<file path="src/rtl/axis_packetizer_pkg.sv">
`default_nettype none
// ============================================================================
//  Module      : axis_packetizer_pkg
//  Description : Shared defaults for the AXI-Stream packetizer slice.
//                DEF_DATA_WIDTH - default stream data width in bits
//                DEF_CNTR_WIDTH - default packet-length / status counter width
//  Revision    : 1.0 - initial release
// ============================================================================
package axis_packetizer_pkg;

    localparam int DEF_DATA_WIDTH = 32;
    localparam int DEF_CNTR_WIDTH = 32;

endpackage : axis_packetizer_pkg
`default_nettype wire

</file>
<file path="src/rtl/axis_packetizer.sv">
`default_nettype none
// ============================================================================
//  Module      : axis_packetizer
//  Description : Cuts a continuous AXI-Stream into packets of cfg_data beats,
//                marking the final beat of each packet with tlast. Either one
//                packet per arm (CONTINUOUS=0) or back-to-back packets
//                (CONTINUOUS=1). Single output register stage, latency 1.
//
//  Ports
//    aclk           in   clock, rising edge
//    aresetn        in   synchronous active-low reset
//    cfg_data       in   packet length in beats, 0 = disarmed
//    sts_data       out  number of completed packets (tlast handshakes)
//    s_axis_tdata   in   upstream data
//    s_axis_tvalid  in   upstream valid
//    s_axis_tready  out  upstream ready
//    m_axis_tdata   out  downstream data
//    m_axis_tvalid  out  downstream valid
//    m_axis_tready  in   downstream ready
//    m_axis_tlast   out  downstream last-beat marker
//
//  Revision    : 1.0 - initial release
// ============================================================================
module axis_packetizer
    import axis_packetizer_pkg::*;
#(
    parameter int DATA_WIDTH = DEF_DATA_WIDTH,
    parameter int CNTR_WIDTH = DEF_CNTR_WIDTH,
    parameter int CONTINUOUS = 0
) (
    input  logic                  aclk,
    input  logic                  aresetn,
    input  logic [CNTR_WIDTH-1:0] cfg_data,
    output logic [CNTR_WIDTH-1:0] sts_data,
    input  logic [DATA_WIDTH-1:0] s_axis_tdata,
    input  logic                  s_axis_tvalid,
    output logic                  s_axis_tready,
    output logic [DATA_WIDTH-1:0] m_axis_tdata,
    output logic                  m_axis_tvalid,
    input  logic                  m_axis_tready,
    output logic                  m_axis_tlast
);

    localparam logic [1:0] c_IDLE = 2'd0;
    localparam logic [1:0] c_RUN  = 2'd1;
    localparam logic [1:0] c_DONE = 2'd2;

    localparam logic [CNTR_WIDTH-1:0] c_CNT_ONE = CNTR_WIDTH'(1);

    logic [1:0]            state_q;
    logic [1:0]            state_d;
    logic [CNTR_WIDTH-1:0] len_q;
    logic [CNTR_WIDTH-1:0] len_d;
    logic [CNTR_WIDTH-1:0] cnt_q;
    logic [CNTR_WIDTH-1:0] cnt_d;
    logic [CNTR_WIDTH-1:0] sts_q;
    logic [DATA_WIDTH-1:0] tdata_q;
    logic                  tvalid_q;
    logic                  tlast_q;

    logic                  w_out_ready;
    logic                  w_tready;
    logic                  w_accept;
    logic                  w_last_beat;
    logic                  w_cfg_zero;

    // The output register can take a new beat when it is empty or being drained.
    assign w_out_ready = ~tvalid_q | m_axis_tready;
    assign w_accept    = s_axis_tvalid & w_tready;
    // Only meaningful in RUN, where len_q is always at least 1.
    assign w_last_beat = (cnt_q == (len_q - c_CNT_ONE));
    assign w_cfg_zero  = (cfg_data == '0);

    // ------------------------------------------------------------------------
    // State register (with length and beat counter)
    // ------------------------------------------------------------------------
    always_ff @(posedge aclk) begin
        if (!aresetn) begin
            state_q <= c_IDLE;
            len_q   <= '0;
            cnt_q   <= '0;
        end else begin
            state_q <= state_d;
            len_q   <= len_d;
            cnt_q   <= cnt_d;
        end
    end

    // ------------------------------------------------------------------------
    // Next-state logic
    // ------------------------------------------------------------------------
    always_comb begin
        state_d = state_q;
        len_d   = len_q;
        cnt_d   = cnt_q;
        case (state_q)
            c_IDLE: begin
                if (!w_cfg_zero) begin
                    state_d = c_RUN;
                    len_d   = cfg_data;
                end
            end
            c_RUN: begin
                // cfg_data is only sampled at a packet boundary, so changes
                // mid-packet wait for the current packet to finish.
                if (w_accept) begin
                    if (w_last_beat) begin
                        cnt_d = '0;
                        if (CONTINUOUS != 0) begin
                            len_d = cfg_data;
                            if (w_cfg_zero) begin
                                state_d = c_IDLE;
                            end
                        end else begin
                            state_d = c_DONE;
                        end
                    end else begin
                        cnt_d = cnt_q + c_CNT_ONE;
                    end
                end
            end
            c_DONE: begin
                // Re-arming needs cfg_data to pass through zero first.
                if (w_cfg_zero) begin
                    state_d = c_IDLE;
                end
            end
            default: begin
                state_d = c_IDLE;
            end
        endcase
    end

    // ------------------------------------------------------------------------
    // Output logic
    // ------------------------------------------------------------------------
    always_comb begin
        w_tready = (state_q == c_RUN) & w_out_ready;
    end

    assign s_axis_tready = w_tready;

    // Output stage control: valid/last reset, data deliberately not reset.
    always_ff @(posedge aclk) begin
        if (!aresetn) begin
            tvalid_q <= 1'b0;
            tlast_q  <= 1'b0;
        end else if (w_out_ready) begin
            tvalid_q <= w_accept;
            tlast_q  <= w_accept & w_last_beat;
        end
    end

    always_ff @(posedge aclk) begin
        if (w_out_ready) begin
            tdata_q <= s_axis_tdata;
        end
    end

    // Completed-packet counter; wraps naturally at 2^CNTR_WIDTH.
    always_ff @(posedge aclk) begin
        if (!aresetn) begin
            sts_q <= '0;
        end else if (tvalid_q & m_axis_tready & tlast_q) begin
            sts_q <= sts_q + c_CNT_ONE;
        end
    end

    assign m_axis_tdata  = tdata_q;
    assign m_axis_tvalid = tvalid_q;
    assign m_axis_tlast  = tlast_q;
    assign sts_data      = sts_q;

endmodule : axis_packetizer
`default_nettype wire

</file>
<file path="config.mk">
export PLATFORM = sky130hd
export DESIGN_NAME = axis_packetizer
export DESIGN_NICKNAME = d
export VERILOG_FILES = /design/src/rtl/axis_packetizer_pkg.sv /design/src/rtl/axis_packetizer.sv
export SDC_FILE = /design/constraint.sdc
export NUM_CORES = 1
export LEC_CHECK = 0
export CAP_MARGIN = 20
export CORE_MARGIN = 2
export CORE_UTILIZATION = 43
export DETAILED_ROUTE_END_ITERATION = 10
export PLACE_DENSITY = 0.71
export SLEW_MARGIN = 20
export SYNTH_ARGS = -nofsm -noshare
export SYNTH_HDL_FRONTEND = slang
export SYNTH_SLANG_ARGS = --single-unit
</file>
<file path="constraint.sdc">
create_clock -name aclk -period 3.7 [get_ports aclk]
set_input_delay 0.925 -clock aclk [delete_from_list [all_inputs] [get_ports aclk]]
set_output_delay 0.925 -clock aclk [all_outputs]
set_load 0.02 [all_outputs]
</file>
---- Yosys cells after proc, flatten, opt, wreduce, memory -nomap -nowiden ----
Cells that the tools add are included.
operators by class
  add/sub/neg operators ................... 3
  equal/unequal tests ..................... 7
  muxes and demuxes ....................... 6
  bitwise gates (word level) .............. 8
  reduce and logical (&&, ||, !) cells .... 5
operators with widths
  operator               count
  $add 32x1->32 const B  2
  $eq 32x32->1           1
  $logic_not 32->1       1
  $mux 32                1
  $sub 32x1->32 const B  1
  $mux 2                 4
  $ne 2x2->1 const B     4
  $pmux 2 s3             1
  $and 1x1->1            5
  $reduce_and 2->1       2
  $reduce_and 4->1       1
  $eq 2x1->1 const B     1
  $eq 2x2->1 const B     1
  $logic_not 2->1        1
  $not 1->1              2
  $or 1x1->1             1
storage, ports and cells
  register bits ........................... 132
  input bits .............................. 68
  output and inout bits ................... 67
  word-level logic and storage cells ...... 36

---- Logic depth before layout (Yosys ltp) ----
  word-level depth ........................ 6
  depth in mapped cells ................... 11
  gate-level depth less buffers ........... 10

---- Least setup slack after synthesis ----
OpenSTA, ideal clock, no wires.
  kind .................................... input-to-reg
  start point ............................. in m_axis_tready
  end point ............................... reg cnt_q[31]
  library setup time ...................... 0.115 ns
  arrival time ............................ 3.344 ns
  required time ........................... 3.585 ns
  path slack .............................. 0.241 ns
  cell stages on the path ................. 10
  buffers on the path ..................... 1
  cell sequence ........................... nor2b_1 -> inv_1 -> and4_1 -> clkbuf_1 -> nand4_1 -> nor3b_1 -> nand2_1 -> nor2_1 -> xnor2_1 -> nor2_2
on the way
  word-level cells in the longest chain between the ends .. 4
RTL lines
  item                               RTL line                RTL
  start, declared                    axis_packetizer.sv:40   input logic m_axis_tready,
  $or 1x1->1                         axis_packetizer.sv:68   assign w_out_ready = ~tvalid_q | m_axis_tready;
  $and 1x1->1                        axis_packetizer.sv:138  w_tready = (state_q == c_RUN) & w_out_ready;
  $and 1x1->1                        axis_packetizer.sv:69   assign w_accept = s_axis_tvalid & w_tready;
  $reduce_and 2->1 (no source line)  -
  end signal, assigned               axis_packetizer.sv:85   cnt_q <= cnt_d;
  end, declared                      axis_packetizer.sv:54   logic [CNTR_WIDTH-1:0] cnt_q;
Every way passes these cells.
A chain may end at the register's enable or synchronous reset.

---- Final worst setup path ----
  start point ............................. reg len_q[0]
  end point ............................... reg state_q[0]
on the way
  word-level cells in the longest chain between the ends .. 4
RTL lines
  item                               RTL line               RTL
  start, declared                    axis_packetizer.sv:52  logic [CNTR_WIDTH-1:0] len_q;
  start signal, assigned             axis_packetizer.sv:84  len_q <= len_d;
  $sub 32x1->32                      axis_packetizer.sv:71  assign w_last_beat = (cnt_q == (len_q - c_CNT_ONE));
  $eq 32x32->1                       axis_packetizer.sv:71
  $ne 2x2->1 (no source line)        -
  $reduce_and 4->1 (no source line)  -
  end signal, assigned               axis_packetizer.sv:79  state_q <= c_IDLE;
  end signal, assigned               axis_packetizer.sv:83  state_q <= state_d;
  end, declared                      axis_packetizer.sv:50  logic [1:0] state_q;
Every way passes these cells.

==> metrics.yaml <==
period_needed_ns: 3.511
htreeDepth: 4
synth-seq-cells: 132
numCtsBuffers: 17
yosysWarnings: 0
num_rows: 44
synth_cells: 692
root_buffer: "clkbuf_16"
path_max_fanout: 7
insertion_delay_ns: 0.43
grt_overflow: 0
skew_ns: 0.01327
synth_area_leaders: "dfxtp_1 31%, edfxtp_1 15%, xnor2_1 7.6%, nand2_1 6.0%, xor2_1 5.5%"
gp_congestion: 0.9261
hold_violations: 0
cts_max_path_buffers: 2
fin_ws_ns: 0.1893
seq_area_um2: 2963
dpl.cell_count: 999
drive_gt1_frac: 0.1072
grt_pass1_vias: 5356
async_reset_ff_frac: 0
synth_most_common_cell: "nand2_1"
syn_nets: 763
worst-setup-path-type: "register to register"
status: "complete, no violations"
post_dp_cell_area_um2: 8087
die_h_um: 126.9
synth_seq_area_share: 0.4561
tns_ns: 0
irDropWorstVdd_mv: 0.3236
multi_input_comb_area_um2: 3407
max_clock_freq_ghz: 0.2848
drc: 0
initial_core_util: 0.4436
netlist_area_um2: 6496
drt-initial-drc-count: 388
ys_types: 57
clock_sinks: 132
worstPathRequired_ns: 4.01
synth-edff-count: 32
stdcell_count: 1033
cts_hold_buffers: 0
worst_slew_pin_slew_ns: 0.6879
finalCritPeriodShare: 0.9488
post_drt_wl_per_cell_um: 16.88
core_um2: 14640
grtUsageTotal: 0.2185
die_w_um: 126.9
grt_pass1_wl_mm: 27.71
yosysTopAreaCell: "dfxtp_1"
critical_path_arrival_ns: 3.82
ant_nets: 0
clk_pin_slew_ns: 0.06
cts_tree: "built"
num_antenna_cells: 0
nets: 907
drt_wl_total_mm: 17.44
powerDensity_nw_per_um2: 446.1
dieArea_um2: 16110
antenna_found_initial: 0
synth_top_area_frac: 0.3082
ioPinCount: 135
vias: 5572
hold_path.class: "register to register"
total_leakage_power_nw: 3.175
vias_per_cell: 5.394
fin_hold_ws_ns: 0.4989
setup_viol: 0
avgSynthCellArea_um2: 9.388
final_cell_area_um2: 8725
nFillCells: 1261
syn2layout_area_growth_pct: 34.30
relSlewSlack: 0.5414
port_buffers: 134
slew_viol_final: 0
synth_ff_type: "dfxtp_1"
r2r_slack_ns: 0.19
grt_max_degree: 47
drtPass1Iterations: 4
worstSetupStartpointType: "register"
hpwlAfterDp_mm: 13.10
place_ws_ns: 0.1496
synth_common_cells: "103 x nand2_1, 100 x dfxtp_1, 56 x xnor2_1"
max_cap_viol_count: 0
endpoint_kind: "register"
[path summary, 6_finish.rpt]
| path | from | end | cells after the start |
|---|---|---|---|
| worst min register to register | m_axis_tlast | m_axis_tlast | 2 |
| worst max register to register | len_q[0] | state_q[0] | 11 |
| worst min-delay path | m_axis_tlast | m_axis_tlast | 2 |
| worst max-delay path | len_q[0] | state_q[0] | 11 |
[placed cells by master (no fill, tap or decap), types with 4 or more instances in the layout]
cell type and instances:
or3_1 8, nand3_1 24, inv_1 7, nor4_1 13, nand4_1 16, nand2b_1 10
nor3_1 17, o21ai_0 11, a21boi_0 38, and4_1 12, a21oi_1 7, nor2b_1 8
nor2_1 29, and3_1 17, edfxtp_1 32, and2_1 29, clkinv_4 4, xor2_1 41
buf_4 11, xnor2_1 56, nand2_1 103, dfxtp_1 100, clkdlybuf4s50_1 133, clkbuf_16 20
nor2_2 31, a31oi_1 5
[worst max-delay path, stage by stage, from the launching register on]
cell,delay (ns)
dfxtp_1,0.36
inv_1,0.08
ha_2,0.23
nor3b_4,0.34
nand4_1,0.25
buf_4,0.22
or3_1,0.30
o31a_1,0.32
nor4_1,0.29
nand4_1,0.12
or4_1,0.59
a41o_1,0.28
[timing repair]
action                                  4_1_cts  5_1_grt
resized for setup                             0        2
buffers inserted                              0        1
endpoints found under the setup margin        0       31
[layout make-up]
cell class,count,share of cell area
flip-flops and latches,132,0.3396
repair buffers,149,0.1724
multi-input cells,529,0.3905
inverters,7,0.003012
clock inverters,9,0.01076
well taps,184,0.02639
clock buffers,23,0.05736
[layer usage]
layer,up-vias,part of all wire,GRT usage
li1,2717,-,-
met1,2634,0.44,0.2823
met2,193,0.48,0.3586
met3,28,0.058,0.05061
met4,0,0.020,0.07951
met5,-,0,0
[flip-flops by register name, summed over array words and instances (netlist names)]
register	count
cnt_q	32
len_q	32
m_axis_tdata	32
sts_data	32
state_q	2
m_axis_tlast	1
m_axis_tvalid	1
[power by group]
part	leakage (nW)	switching, mW	internal, mW
clock	0.284	0.655	1.03
combinational	1.74	0.316	0.285
sequential	1.15	0.0673	1.54
[cells by family after synthesis]
family,count (synthesis),share of synthesized area
fa+ha+maj,3,0.005779
mux,2,0.003082
buf+inv,31,0.02157
xor+xnor,97,0.1308
compound gates,83,0.09284
flops,132,0.4561
simple gates,344,0.2899
[stage by stage]
stage | utilization | power, mW
finish | 0.5958 | 3.892
global route | 0.5958 | 4.039
CTS | 0.5928 | 3.901
detailed placement | 0.5522 | 2.222
global placement | 0.5522 | 2.210
floorplan | - | 1.972
Note: power is estimated with default switching activity, not from simulation.
